$ cat src/rtl/game_pkg.sv
// Shared game definitions: scheduler FSM states, screen geometry and the
// 10-bit coordinate type used by every sprite block.
package game_pkg;

   typedef logic [9:0] coord_t;

   localparam int SCREEN_TOP_Y    = 31;
   localparam int SCREEN_BOTTOM_Y = 511;
   localparam int SCREEN_X_MIN    = 144;
   localparam int SCREEN_X_MAX    = 783;

   localparam int COOL_W = 8;

   typedef enum logic [1:0] {
      ST_IDLE   = 2'd0,
      ST_RUN    = 2'd1,
      ST_PAUSED = 2'd2
   } sched_state_e;

   typedef struct packed {
      sched_state_e        state;
      logic                pending;
      logic [COOL_W-1:0]   cooldown;
   } sched_dbg_t;

endpackage

$ cat src/rtl/prio_enc.sv
// Lowest-index-first priority encoder with a valid flag; used to pick a free
// bullet slot.
module prio_enc #(
   parameter int N = 5,
   parameter int W = (N > 1) ? $clog2(N) : 1
) (
   input  logic [N-1:0] i_req,
   output logic [W-1:0] o_idx,
   output logic         o_valid
);

   // Scanning downward lets the lowest requesting index win the last write.
   always_comb begin
      o_idx   = '0;
      o_valid = 1'b0;
      for (int i = N - 1; i >= 0; i--) begin
         if (i_req[i]) begin
            o_idx   = W'(i);
            o_valid = 1'b1;
         end
      end
   end

endmodule

$ cat src/rtl/bullet_sched.sv
// Bullet slot scheduler: allocates, moves and retires player bullets on each
// motion tick. Define BULLET_AUTOFIRE_EN for hold-to-fire behaviour.
module bullet_sched
   import game_pkg::*;
#(
   parameter int NSLOTS   = 5,
   parameter int COOLDOWN = 8,
   parameter int SPEED    = 4,
   parameter int TOP_Y    = SCREEN_TOP_Y,
   parameter int SPAWN_Y  = 440
) (
   input  logic                  clk,
   input  logic                  rst,
   input  logic                  tick,
   input  logic                  game_active,
   input  logic                  pause,
   input  logic                  fire,
   input  logic [9:0]            p_x,
   input  logic [NSLOTS-1:0]     b_hit,
   output logic [NSLOTS-1:0]     b_active,
   output logic [10*NSLOTS-1:0]  b_x,
   output logic [10*NSLOTS-1:0]  b_y,
   output logic                  spawn,
   output logic [7:0]            drop_cnt,
   output sched_dbg_t            dbg
);

   localparam int     IDX_W      = (NSLOTS > 1) ? $clog2(NSLOTS) : 1;
   localparam coord_t RETIRE_LIM = coord_t'(TOP_Y + SPEED);

   sched_state_e      r_state, w_state_nxt;
   logic              w_run;

   logic [NSLOTS-1:0] r_active, w_active_nxt;
   coord_t            r_x     [NSLOTS];
   coord_t            r_y     [NSLOTS];
   coord_t            w_x_nxt [NSLOTS];
   coord_t            w_y_nxt [NSLOTS];
   logic              r_pending, w_pending_nxt;
   logic [COOL_W-1:0] r_cooldown, w_cool_nxt;
   logic              r_spawn, w_spawn_nxt;
   logic [7:0]        r_drop, w_drop_nxt;
   logic              r_fire_q;

   logic              w_fire_rise, w_fire_set, w_req;
   logic [NSLOTS-1:0] w_free_req;
   logic [IDX_W-1:0]  w_free_idx;
   logic              w_free_vld;

   always_ff @(posedge clk or negedge rst) begin
      if (!rst) r_state <= ST_IDLE;
      else      r_state <= w_state_nxt;
   end

   always_comb begin
      w_state_nxt = r_state;
      w_run       = 1'b0;
      case (r_state)
         ST_IDLE:   if (game_active) w_state_nxt = ST_RUN;
         ST_RUN: begin
            w_run = 1'b1;
            if (pause) w_state_nxt = ST_PAUSED;
         end
         ST_PAUSED: if (!pause) w_state_nxt = ST_RUN;
         default:   w_state_nxt = ST_IDLE;
      endcase
      if (!game_active) w_state_nxt = ST_IDLE;
   end

   assign w_fire_rise = fire & ~r_fire_q;
`ifdef BULLET_AUTOFIRE_EN
   assign w_fire_set  = w_fire_rise | (fire & (r_cooldown == '0));
`else
   assign w_fire_set  = w_fire_rise;
`endif
   // A fire edge in the tick cycle itself counts toward that tick's spawn.
   assign w_req       = r_pending | (w_run & w_fire_set);
   assign w_free_req  = ~r_active;

   prio_enc #(
      .N (NSLOTS),
      .W (IDX_W)
   ) u_free_slot (
      .i_req   (w_free_req),
      .o_idx   (w_free_idx),
      .o_valid (w_free_vld)
   );

   always_comb begin
      w_active_nxt  = r_active;
      w_x_nxt       = r_x;
      w_y_nxt       = r_y;
      w_pending_nxt = r_pending;
      w_cool_nxt    = r_cooldown;
      w_spawn_nxt   = 1'b0;
      w_drop_nxt    = r_drop;
      if (!game_active) begin
         w_active_nxt  = '0;
         w_pending_nxt = 1'b0;
         w_cool_nxt    = '0;
      end else if (w_run) begin
         w_active_nxt  = r_active & ~b_hit;
         w_pending_nxt = w_req;
         if (tick) begin
            for (int i = 0; i < NSLOTS; i++) begin
               if (r_active[i] && !b_hit[i]) begin
                  if (r_y[i] < RETIRE_LIM) w_active_nxt[i] = 1'b0;
                  else                     w_y_nxt[i] = r_y[i] - coord_t'(SPEED);
               end
            end
            if (r_cooldown != '0) w_cool_nxt = r_cooldown - COOL_W'(1);
            if (w_req && (r_cooldown == '0)) begin
               w_pending_nxt = 1'b0;
               if (w_free_vld) begin
                  w_spawn_nxt = 1'b1;
                  w_cool_nxt  = COOL_W'(COOLDOWN);
               end else if (r_drop != 8'hFF) begin
                  w_drop_nxt = r_drop + 8'd1;
               end
            end
            // The chosen slot was free before this tick, so no retire or hit competes with it.
            for (int i = 0; i < NSLOTS; i++) begin
               if (w_spawn_nxt && (i == int'(w_free_idx))) begin
                  w_active_nxt[i] = 1'b1;
                  w_x_nxt[i]      = p_x;
                  w_y_nxt[i]      = coord_t'(SPAWN_Y);
               end
            end
         end
      end
   end

   always_ff @(posedge clk or negedge rst) begin
      if (!rst) begin
         r_active   <= '0;
         r_x        <= '{default: '0};
         r_y        <= '{default: '0};
         r_pending  <= 1'b0;
         r_cooldown <= '0;
         r_spawn    <= 1'b0;
         r_drop     <= '0;
         r_fire_q   <= 1'b0;
      end else begin
         r_active   <= w_active_nxt;
         r_x        <= w_x_nxt;
         r_y        <= w_y_nxt;
         r_pending  <= w_pending_nxt;
         r_cooldown <= w_cool_nxt;
         r_spawn    <= w_spawn_nxt;
         r_drop     <= w_drop_nxt;
         r_fire_q   <= fire;
      end
   end

   for (genvar g = 0; g < NSLOTS; g++) begin : g_pack
      assign b_x[10*g +: 10] = r_x[g];
      assign b_y[10*g +: 10] = r_y[g];
   end

   assign b_active = r_active;
   assign spawn    = r_spawn;
   assign drop_cnt = r_drop;
   assign dbg      = '{state: r_state, pending: r_pending, cooldown: r_cooldown};

endmodule

$ cat config.mk
export PLATFORM = sky130hd
export DESIGN_NAME = bullet_sched
export DESIGN_NICKNAME = d
export VERILOG_FILES = /design/src/rtl/game_pkg.sv /design/src/rtl/prio_enc.sv /design/src/rtl/bullet_sched.sv
export SDC_FILE = /design/constraint.sdc
export NUM_CORES = 1
export LEC_CHECK = 0
export CAP_MARGIN = 5
export CORE_MARGIN = 1.5
export CORE_UTILIZATION = 49
export CTS_BUF_LIST = sky130_fd_sc_hd__clkbuf_8 sky130_fd_sc_hd__clkbuf_16
export DETAILED_ROUTE_END_ITERATION = 7
export HOLD_SLACK_MARGIN = 0.03
export PLACE_DENSITY = 0.79
export SYNTH_ARGS = -nofsm -noshare
export SYNTH_HDL_FRONTEND = slang
export SYNTH_SLANG_ARGS = --single-unit
$ cat constraint.sdc
create_clock -name clk -period 2.4 [get_ports clk]
set_input_delay 0.36 -clock clk [delete_from_list [all_inputs] [get_ports clk]]
set_output_delay 0.36 -clock clk [all_outputs]
set_load 0.05 [all_outputs]
# Word level (Yosys, flattened, before mapping)
# Cells that the tools add are included.
[classes]
reduce_logical = 38
add_sub_neg = 7
shifts = 0
n_eq_ne = 16
multipliers = 0
div_mod_pow = 0
muxes = 66
n_bitwise = 8
order_cmp = 5
[ops]
columns = ["cell", "n"]
rows = [
  ["10-bit 2-to-1 mux", 15],
  ["10-bit by 6-bit < comparator with 1-bit output (second input constant)", 5],
  ["10-bit by 3-bit subtractor with 10-bit output (second input constant)", 5],
  ["8-bit 2-to-1 mux", 6],
  ["1-bit 2-to-1 mux", 33],
  ["5-bit AND reduction", 5],
  ["4-bit AND reduction", 5],
  ["3-bit 2-to-1 mux", 5],
  ["5-bit 2-to-1 mux", 3],
  ["2-bit by 1-bit inequality test with 1-bit output (second input constant)", 6],
  ["1-bit logical AND", 11],
  ["5-bit inverter", 2],
  ["2-bit nonzero test", 5],
  ["3-bit equality test (first input constant)", 3],
  ["8-bit by 1-bit adder with 8-bit output (second input constant)", 1],
  ["8-bit zero test", 1],
  ["8-bit inequality test (second input constant)", 1],
  ["8-bit nonzero test", 1],
  ["8-bit by 1-bit subtractor with 8-bit output (second input constant)", 1],
  ["2-bit 2-to-1 mux", 3],
  ["3-bit inequality test (second input constant)", 2],
  ["2-bit one-hot mux with 3 select lines", 1],
  ["6-bit AND reduction", 1],
  ["5-bit bitwise AND", 1],
  ["11 further kinds", 18],
]
[word_totals]
wordCells = 157
mem_bits_rw = 0
output_inout_bits = 125
romBits = 0
n_memories = 0
latch_bits = 0
regBits = 126

# Depth between registers and ports, before layout
# Gate-level depths: netlist of run 1.
[depth]
ltp_word = 16
depth_mapped = 9
depth_no_buf = 7

# Hierarchy
# Synthesis of run 1 repeated with hierarchy kept, for this count alone.
[hier_totals]
hier_cells = 500
hier_area_um2 = 5615.4
[by_module_without_submodules]
columns = ["module", "instances", "area_per_inst_um2", "seq_area_each_um2", "cells_each"]
rows = [
  ["bullet_sched", 1, 5566.6, 2902.8, 492],
  ["prio_enc", 1, 48.8, 0.0, 8],
]

# Worst setup path before layout of run 1
# Ideal clock, no wire load.
[synth_path]
path_kind = "register to register"
startpoint = "reg r_cooldown[0]"
endpoint = "reg r_x (netlist bit b_x[6])"
synth_period_minus_slack_ps = 2329
path_stages_with_launch = 8
setup_slack_ps = 71
arrival_time_ps = 2204
setup_time_ps = 125
path_cell_list = "dfrtp_1 inv_1 ha_1 nor3b_2 o211ai_2 nor3_4 buf_6 mux2_2"
[synth_via]
elab_chain_cells = 8
[synth_rtl]
columns = ["element", "line_no", "rtl"]
rows = [
  ["from (decl)", "bullet_sched.sv:40", "logic [COOL_W-1:0] r_cooldown, w_cool_nxt;"],
  ["from (signal assigned)", "bullet_sched.sv:148", "r_cooldown <= w_cool_nxt;"],
  ["8-bit zero test", "bullet_sched.sv:112", "if (w_req && (r_cooldown == '0)) begin"],
  ["1-bit logical AND", "bullet_sched.sv:112", ""],
  ["1-bit 2-to-1 mux", "bullet_sched.sv:112", ""],
  ["1-bit 2-to-1 mux", "bullet_sched.sv:104", "if (tick) begin"],
  ["1-bit 2-to-1 mux", "bullet_sched.sv:101", "end else if (w_run) begin"],
  ["1-bit 2-to-1 mux", "bullet_sched.sv:97", "if (!game_active) begin"],
  ["1-bit logical AND", "bullet_sched.sv:123", "if (w_spawn_nxt && (i == int'(w_free_idx))) begin"],
  ["4-bit AND reduction (no source line)", "n/a", ""],
  ["to (signal assigned)", "bullet_sched.sv:145", "r_x <= w_x_nxt;"],
  ["to (decl)", "bullet_sched.sv:35", "coord_t r_x [NSLOTS];"],
]
# Every way passes these cells. The select of a mux whose other input is x is not followed.
# A chain may end at the register's enable or synchronous reset.

# Final worst setup path of run 1
[layout_path]
startpoint = "reg r_cooldown[0]"
endpoint = "reg r_y (netlist bit b_y[46])"
[layout_via]
elab_chain_cells = 9
elab_cells_between_ends = 11
cone_classes = "1 x eq/ne; 5 x mux; 5 x reduce/logical"
[layout_rtl]
columns = ["element", "line_no", "rtl"]
rows = [
  ["8-bit zero test (*)", "bullet_sched.sv:112", ""],
  ["1-bit logical AND (*)", "bullet_sched.sv:112", ""],
  ["1-bit 2-to-1 mux (*)", "bullet_sched.sv:112", ""],
  ["1-bit 2-to-1 mux (*)", "bullet_sched.sv:104", ""],
  ["1-bit 2-to-1 mux (*)", "bullet_sched.sv:101", ""],
  ["1-bit 2-to-1 mux (*)", "bullet_sched.sv:97", ""],
  ["1-bit logical AND (*)", "bullet_sched.sv:123", ""],
  ["2-bit by 1-bit inequality test with 1-bit output (no source line) / 2-bit nonzero test (equally long branches)", "n/a", ""],
  ["5-bit AND reduction (no source line)", "n/a", ""],
  ["to (signal assigned)", "bullet_sched.sv:146", "r_y <= w_y_nxt;"],
  ["to (decl)", "bullet_sched.sv:36", "coord_t r_y [NSLOTS];"],
]
# Mark *: on every way between the ends. The rest lies on a longest branch, timed or not. The select of a mux whose other input is x is not followed.

==> qor.txt, run 1 <==
Hold Slack: 0.379 ns
HPWL after detailed placement: 10700 um
Max cap viols: 0
Die width: 110 um
Status: complete, no violations
Synthesized instance count: 532
Final Hold Fails: 0
Share of layout cells above drive strength 1: 15.3%
DR iter-0 viols: 406
Row cnt: 38
Max H-tree Level: 4
I/O pin count: 146
CP Capture Point: b_y[46]
RSZ-0062 raised after global routing: true
Clock Pin Slew Worst Setup and Hold Paths: 0.05 ns
Crit end category: flip-flop
Largest net degree at the start of global routing: 58
Commonest cells after routing, fill and taps aside: clkdlybuf4s50_1 (134), dfrtp_1 (116), nand2_1 (85)
R2R setup slack: 0.12 ns
Num CTS Buffers: 17
Crit path from: r_cooldown[0]
Vias in the first global route: 4839
Starting Density: 50.7%
Clk buf depth: 2
Cells along the critical path: inv_1 -> ha_1 -> nor3b_4 -> o2111ai_4 -> buf_4 -> o32ai_1 -> buf_4 -> nor4b_1 -> o21a_1
Top cell type's share of synthesized area: 52.1%
CTS sink count: 116
P_leak: 3.59 nW
Arr. time, crit path: 2.64 ns
Total Wirelength: 15300 um
Area contributors post-synth: dfrtp_1 (52%), mux2_2 (6.3%), nand2_1 (5.7%)
Stages on worst setup path: 9
Hold Crit Class: primary input to async pin
Number of synthesized flops with an enable pin: 0
DRT Pass-1 Iters: 5
Die Area: 12000 um^2
CTS root buffer: clkbuf_16
Cell with the most instances on the worst path: buf_4
CP top delay family: buffers and inverters
GRT Util Overall: 26.9%
Drt drc: 0
Worst Clk Skew: 0.00884 ns
DIE HEIGHT: 110 um
CTS tree: done
Routed via count: 4876
Antenna violations before repair: 0
Post-CTS Setup Inserts: 0
Layout Nets: 725
Final TNS setup: 0 ns
Fin util: 71.5%
CP required: 2.75 ns
Slew HR: 61.8%
Clock latency on the worst-skew pair: 0.41 ns
Post-route ant nets: 0
FF-to-FF Start: r_cooldown[0]
Yosys cell types: 66
Post-synth ARST share: 100%
Seq cells post-synth: 116
Max incr delay on CP: 0.41 ns
Sequential share of the synthesized area: 52.1%
Syn. warnings: 0
Netlist Area Pre-Place: 5570 um^2
Worst R2R Path Depth: 9
Area Growth Syn to Fin: 41.0%
Gpl congestion: 0.946
Wire per inst: 18.0 um
Fill cell count: 785
Mapped Avg Cell Area: 10.5 um^2
Final setup vio count: 0
Maximum vdd drop: 0.577 mV
Grt total ovfl: 0
Slew @ Worst Pin: 0.571 ns
Kind of critical path: flip-flop to flip-flop
Global-route wire length before repair: 24400 um
Crit share post-route: 95.2%
Core area: 11000 um^2
Min Tclk post-route: 2.28 ns
CP bufs+invs: 3
Most common cell after layout, fill and taps aside: clkdlybuf4s50_1
CP Launch Type: flip-flop
Max Freq: 438 MHz
Crit-path slowest cell: dfrtp_1
Max FO, Critical Path: 13
Buffers on Ports: 135
Antenna cells: 0
Synth area leader: dfrtp_1
Final max-slew violation count: 0
Worst r2r dst: b_y[46]
Top_reg_cell synth: dfrtp_1
Total power: 0.00743 W
Routed vias/inst: 5.75
PD cells: 946 nW/um^2
## state kept, by name, summed over array words and instances, names as in the netlist
signal      cells
b_active        5
drop_cnt        8
r_fire_q        1
b_x            50
r_state         2
b_y            40
r_pending       1
spawn           1
r_cooldown      8
## per-stage QoR
step / setup WS (ns) / cell area [um^2] / std cells
6_report: 0.116 / 7850 / 848
5_1_grt: -0.0204 / 7850 / 848
4_1_cts: 0.0405 / 7840 / 848
3_5_place_dp: -0.0582 / 7210 / 816
3_3_place_gp: 0.00421 / 7210 / 816
2_1_floorplan: 0.0713 / 5600 / 541
## kinds of logic after synthesis
family | Yosys count | synth area share [%]
and+or+nand+nor | 225 | 21.4
AOI/OAI and AO/OA | 91 | 11.5
buffers and inverters | 46 | 4.52
adders and majority gates | 8 | 1.80
xor gates and xnor gates | 9 | 1.42
other | 1 | 0.0673
muxes | 36 | 7.17
DFF | 116 | 52.1
## cell usage after synthesis (4+ instances only)
master	number
dfrtp_1	116
or3_1	12
clkbuf_1	5
a21o_1	4
a21boi_0	4
nand3b_1	5
o21ai_0	14
nand2b_1	14
nor2_1	22
nand3_1	10
and3_1	10
mux2_2	31
mux2i_1	5
nand2_1	85
nor4_1	10
nand4_1	7
buf_2	9
and2_1	4
buf_4	14
a22oi_1	4
a211oi_1	7
a21oi_1	22
nor3_1	16
nor2b_1	9
ha_1	8
a31oi_1	4
xnor2_1	8
inv_1	16
## how the worst min path moves through the flow
| stage | slack (ns) | to | depth (start not counted) | from |
|---|---|---|---|---|
| global route | 0.38 | drop_cnt[0] | 2 | rst |
| global placement | 0.26 | drop_cnt[0] | 1 | rst |
| finish | 0.38 | drop_cnt[0] | 2 | rst |
| floorplan | 0.06 | b_active[0] | 0 | rst |
| CTS | 0.37 | b_x[30] | 2 | rst |
| detailed placement | 0.26 | drop_cnt[0] | 1 | rst |
## routing by layer
layer / GRT usage [%] / vias to the layer above / routed length [um]
li1: - / 2203 / -
met1: 33.7 / 2434 / 6310
met2: 43.2 / 204 / 7700
met3: 7.23 / 35 / 867
met4: 12.7 / 0 / 421
met5: 0 / - / 0
## where the power goes
group / total (W) / internal [W] / switching, W / leakage [nW]
clock network: 0.00265 / 0.00177 / 0.000882 / 0.307
registers: 0.00237 / 0.00214 / 0.000228 / 1.58
logic: 0.00241 / 0.000887 / 0.00152 / 1.70
total: 0.00743 / 0.00480 / 0.00263 / 3.59
## cell type report
class,count,area (um^2),area share [%]
clock buffers,19,453,5.77
clock inverters,12,163,2.07
inverters,16,60.1,0.765
multi-input cells,379,2470,31.4
flip-flops and latches,116,2900,37.0
well taps,140,175,2.23
repair buffers,166,1630,20.8
## timing repair
action,in CTS,in global routing
hold buffers,1,0
hold endpoints to repair,19,0
setup endpoints to repair,0,31
gates resized for setup,0,2
(Power assumes the default switching activity.)
==> inputs of run 2 (changes only) <==
--- a/config.mk
+++ b/config.mk
@@ -5,7 +5,6 @@
 export SDC_FILE = /design/constraint.sdc
 export NUM_CORES = 1
 export LEC_CHECK = 0
-export CAP_MARGIN = 5
 export CORE_MARGIN = 1.5
 export CORE_UTILIZATION = 49
 export CTS_BUF_LIST = sky130_fd_sc_hd__clkbuf_8 sky130_fd_sc_hd__clkbuf_16
==> results of run 2 <==
The final DEF is identical to that of run 1; final timing and power are the same.
==> inputs of run 3 (changes only) <==
--- a/config.mk
+++ b/config.mk
@@ -9,6 +9,7 @@
 export CORE_UTILIZATION = 49
 export CTS_BUF_LIST = sky130_fd_sc_hd__clkbuf_8 sky130_fd_sc_hd__clkbuf_16
 export DETAILED_ROUTE_END_ITERATION = 7
+export GPL_TIMING_DRIVEN = 0
 export HOLD_SLACK_MARGIN = 0.03
 export PLACE_DENSITY = 0.79
 export SYNTH_ARGS = -nofsm -noshare
==> run 3 against run 2 <==
Against the previous run:
- total power is 0.38% lower
- worst setup slack better by 0.028 ns
- count of clock-buffer cells in the layout is 1 higher
- clock power hardly changed
- non-clock buffer count is 6 higher
- critical path depth is 7 lower
- design area is 0.65% higher
- sequential share of layout area is 0.24 points lower
- via count is 2.2% lower
- cell count is 0.83% higher
- global-route usage is 0.35 points lower
- die area stayed put
- critical path type is now flip-flop to output port
==> qor.txt, run 3 (synthesis results as in run 1) <==
Die width: 110 um (unchanged)
Kind of critical path: flip-flop to output port
Total Wirelength: 14800 um (-3.1%)
Commonest cells after routing, fill and taps aside: clkdlybuf4s50_1 (133), dfrtp_1 (116), nand2_1 (85)
Status: complete, no violations
Final Hold Fails: 0 (unchanged)
Final setup vio count: 0 (unchanged)
CP required: 2.04 ns (-0.71 ns)
Starting Density: 50.7% (unchanged)
DIE HEIGHT: 110 um (unchanged)
Setup ws final: 0.145 ns (+0.0284 ns)
Maximum vdd drop: 0.721 mV (+25%)
Wire length on met2: 7580 um (-1.6%)
Wire per inst: 17.3 um (-3.9%)
Max Freq: 443 MHz (+1.3%)
RSZ-0062 raised after global routing: false
Most common cell after layout, fill and taps aside: clkdlybuf4s50_1
DP Worst Slack: -0.517 ns (-0.458 ns)
Fin util: 72.0% (+0.47 points)
CTS sink count: 116 (unchanged)
Largest net degree at the start of global routing: 77 (+33%)
P_leak: 3.64 nW (+1.5%)
Drt drc: 0 (unchanged)
Slew HR: 61.7% (-0.13 points)
Max FO, Critical Path: 6 (-7)
Max cap viols: 0 (unchanged)
Routed via count: 4768 (-2.2%)
Max FFs per register: 50 (unchanged)
Clock latency on the worst-skew pair: 0.41 ns (about the same)
Global-route wire length before repair: 24100 um (-1.2%)
Area Growth Syn to Fin: 41.9%
Arr. time, crit path: 1.90 ns (-0.74 ns)
Clock Pin Slew Worst Setup and Hold Paths: 0.05 ns (about the same)
Routed length on met3: 693 um (-20%)
CTS tree: done
Fill cell count: 818 (+4.2%)
CTS root buffer: clkbuf_16
Share of layout cells above drive strength 1: 16.4% (+1.1 points)
Slew @ Worst Pin: 0.573 ns (+0.00200 ns)
Worst Clk Skew: 0.00760 ns (-0.00123 ns)
Routed vias/inst: 5.58 (-3.0%)
DRT Pass-1 Iters: 5 (unchanged)
Die Area: 12000 um^2 (unchanged)
GRT Util Overall: 26.5% (-0.35 points)
Crit share post-route: 94.0% (-1.2 points)
Hold Crit Class: primary input to async pin
Gpl congestion: 0.855 (-9.6%)
Row cnt: 38 (unchanged)
I/O pin count: 146 (unchanged)
DP Area: 7160 um^2 (-0.73%)
Num CTS Buffers: 17 (unchanged)
Crit end category: output port
Clk buf depth: 2 (unchanged)
Buffers on Ports: 135 (unchanged)
Final max-slew violation count: 0 (unchanged)
DR iter-0 viols: 275 (-32%)
CP Launch Type: flip-flop
Final TNS setup: 0 ns (unchanged)
HPWL after detailed placement: 10700 um (about the same)
Grt total ovfl: 0 (unchanged)
Antenna violations before repair: 0 (unchanged)
Layout Nets: 731 (+0.83%)
PD cells: 936 nW/um^2 (-1.0%)
M1 WL: 6270 um (-0.65%)
Hold Slack: 0.440 ns (+0.0615 ns)
Max H-tree Level: 4 (unchanged)
Vias in the first global route: 4697 (-2.9%)
Core area: 11000 um^2 (unchanged)
Antenna cells: 0 (unchanged)
Post-route ant nets: 0 (unchanged)
Min Tclk post-route: 2.26 ns (-0.0284 ns)
Final Cell Area: 7910 um^2 (+0.65%)
Max layer used: met4
run 3: changes by cell type in the layout (fill, tap and decap cells not counted), sizes merged:
cell           delta
inv               +1
clkbuf            +6
buf               +1
clkinv            -1
clkdlybuf4s50     -1
dlymetal6s2s      +1
run 3: worst paths after layout:
check                      slack [ns]    endpoint           from  depth (start not counted)
min                              0.44  r_state[0]            rst                          2
min in group clk                 0.46    r_fire_q           fire                          1
max                              0.14      dbg[8]      r_pending                          2
max in group asynchronous        1.26     b_x[46]            rst                          3
min reg2reg                      0.48     b_x[25]        b_x[25]                          2
max reg2reg                      0.18     b_x[24]  r_cooldown[0]                          9
run 3: per-layer routing:
| layer | vias up | track usage (%) |
|---|---|---|
| met4 | 0 | 10.0 |
| met3 | 23 | 5.75 |
| met2 | 147 | 43.5 |
| met5 | - | 0 |
| met1 | 2373 | 34.5 |
| li1 | 2225 | - |
run 3: area by class of cell:
type	count	area [um^2]	share of cell area [%]
tap	140	175	2.22
sequential	116	2900	36.7
buffer	29	193	2.44
inverter	16	60.1	0.760
clock buffer	20	467	5.90
clock inverter	12	161	2.04
timing repair buffer	143	1440	18.2
multi-input combinational	379	2510	31.7
run 3: worst max-delay path, cell delays in order, from the launching register on:
cell	delay [ns]
dfrtp_1	0.52
buf_4	0.18
clkdlybuf4s50_1	0.79
run 3: timing repair:
action | in CTS | in global routing
pin swaps | 2 | 2
resized for setup | 5 | 10
buffers inserted | 2 | 4
setup endpoints to repair | 24 | 51
hold endpoints to repair | 40 | 0
hold buffers | 1 | 0
run 3: metrics by stage:
stage / power [W] / instances
CTS: 0.00738 / 852
floorplan: 0.00390 / 541
finish: 0.00740 / 855
global route: 0.00772 / 855
global placement: 0.00455 / 816
detailed placement: 0.00462 / 817
run 3: power by group:
| group | internal [W] | switching [W] | total [W] |
|---|---|---|---|
| sequential | 0.00214 | 0.000229 | 0.00237 |
| combinational | 0.000866 | 0.00149 | 0.00235 |
| clock | 0.00180 | 0.000874 | 0.00267 |
| total | 0.00481 | 0.00259 | 0.00740 |
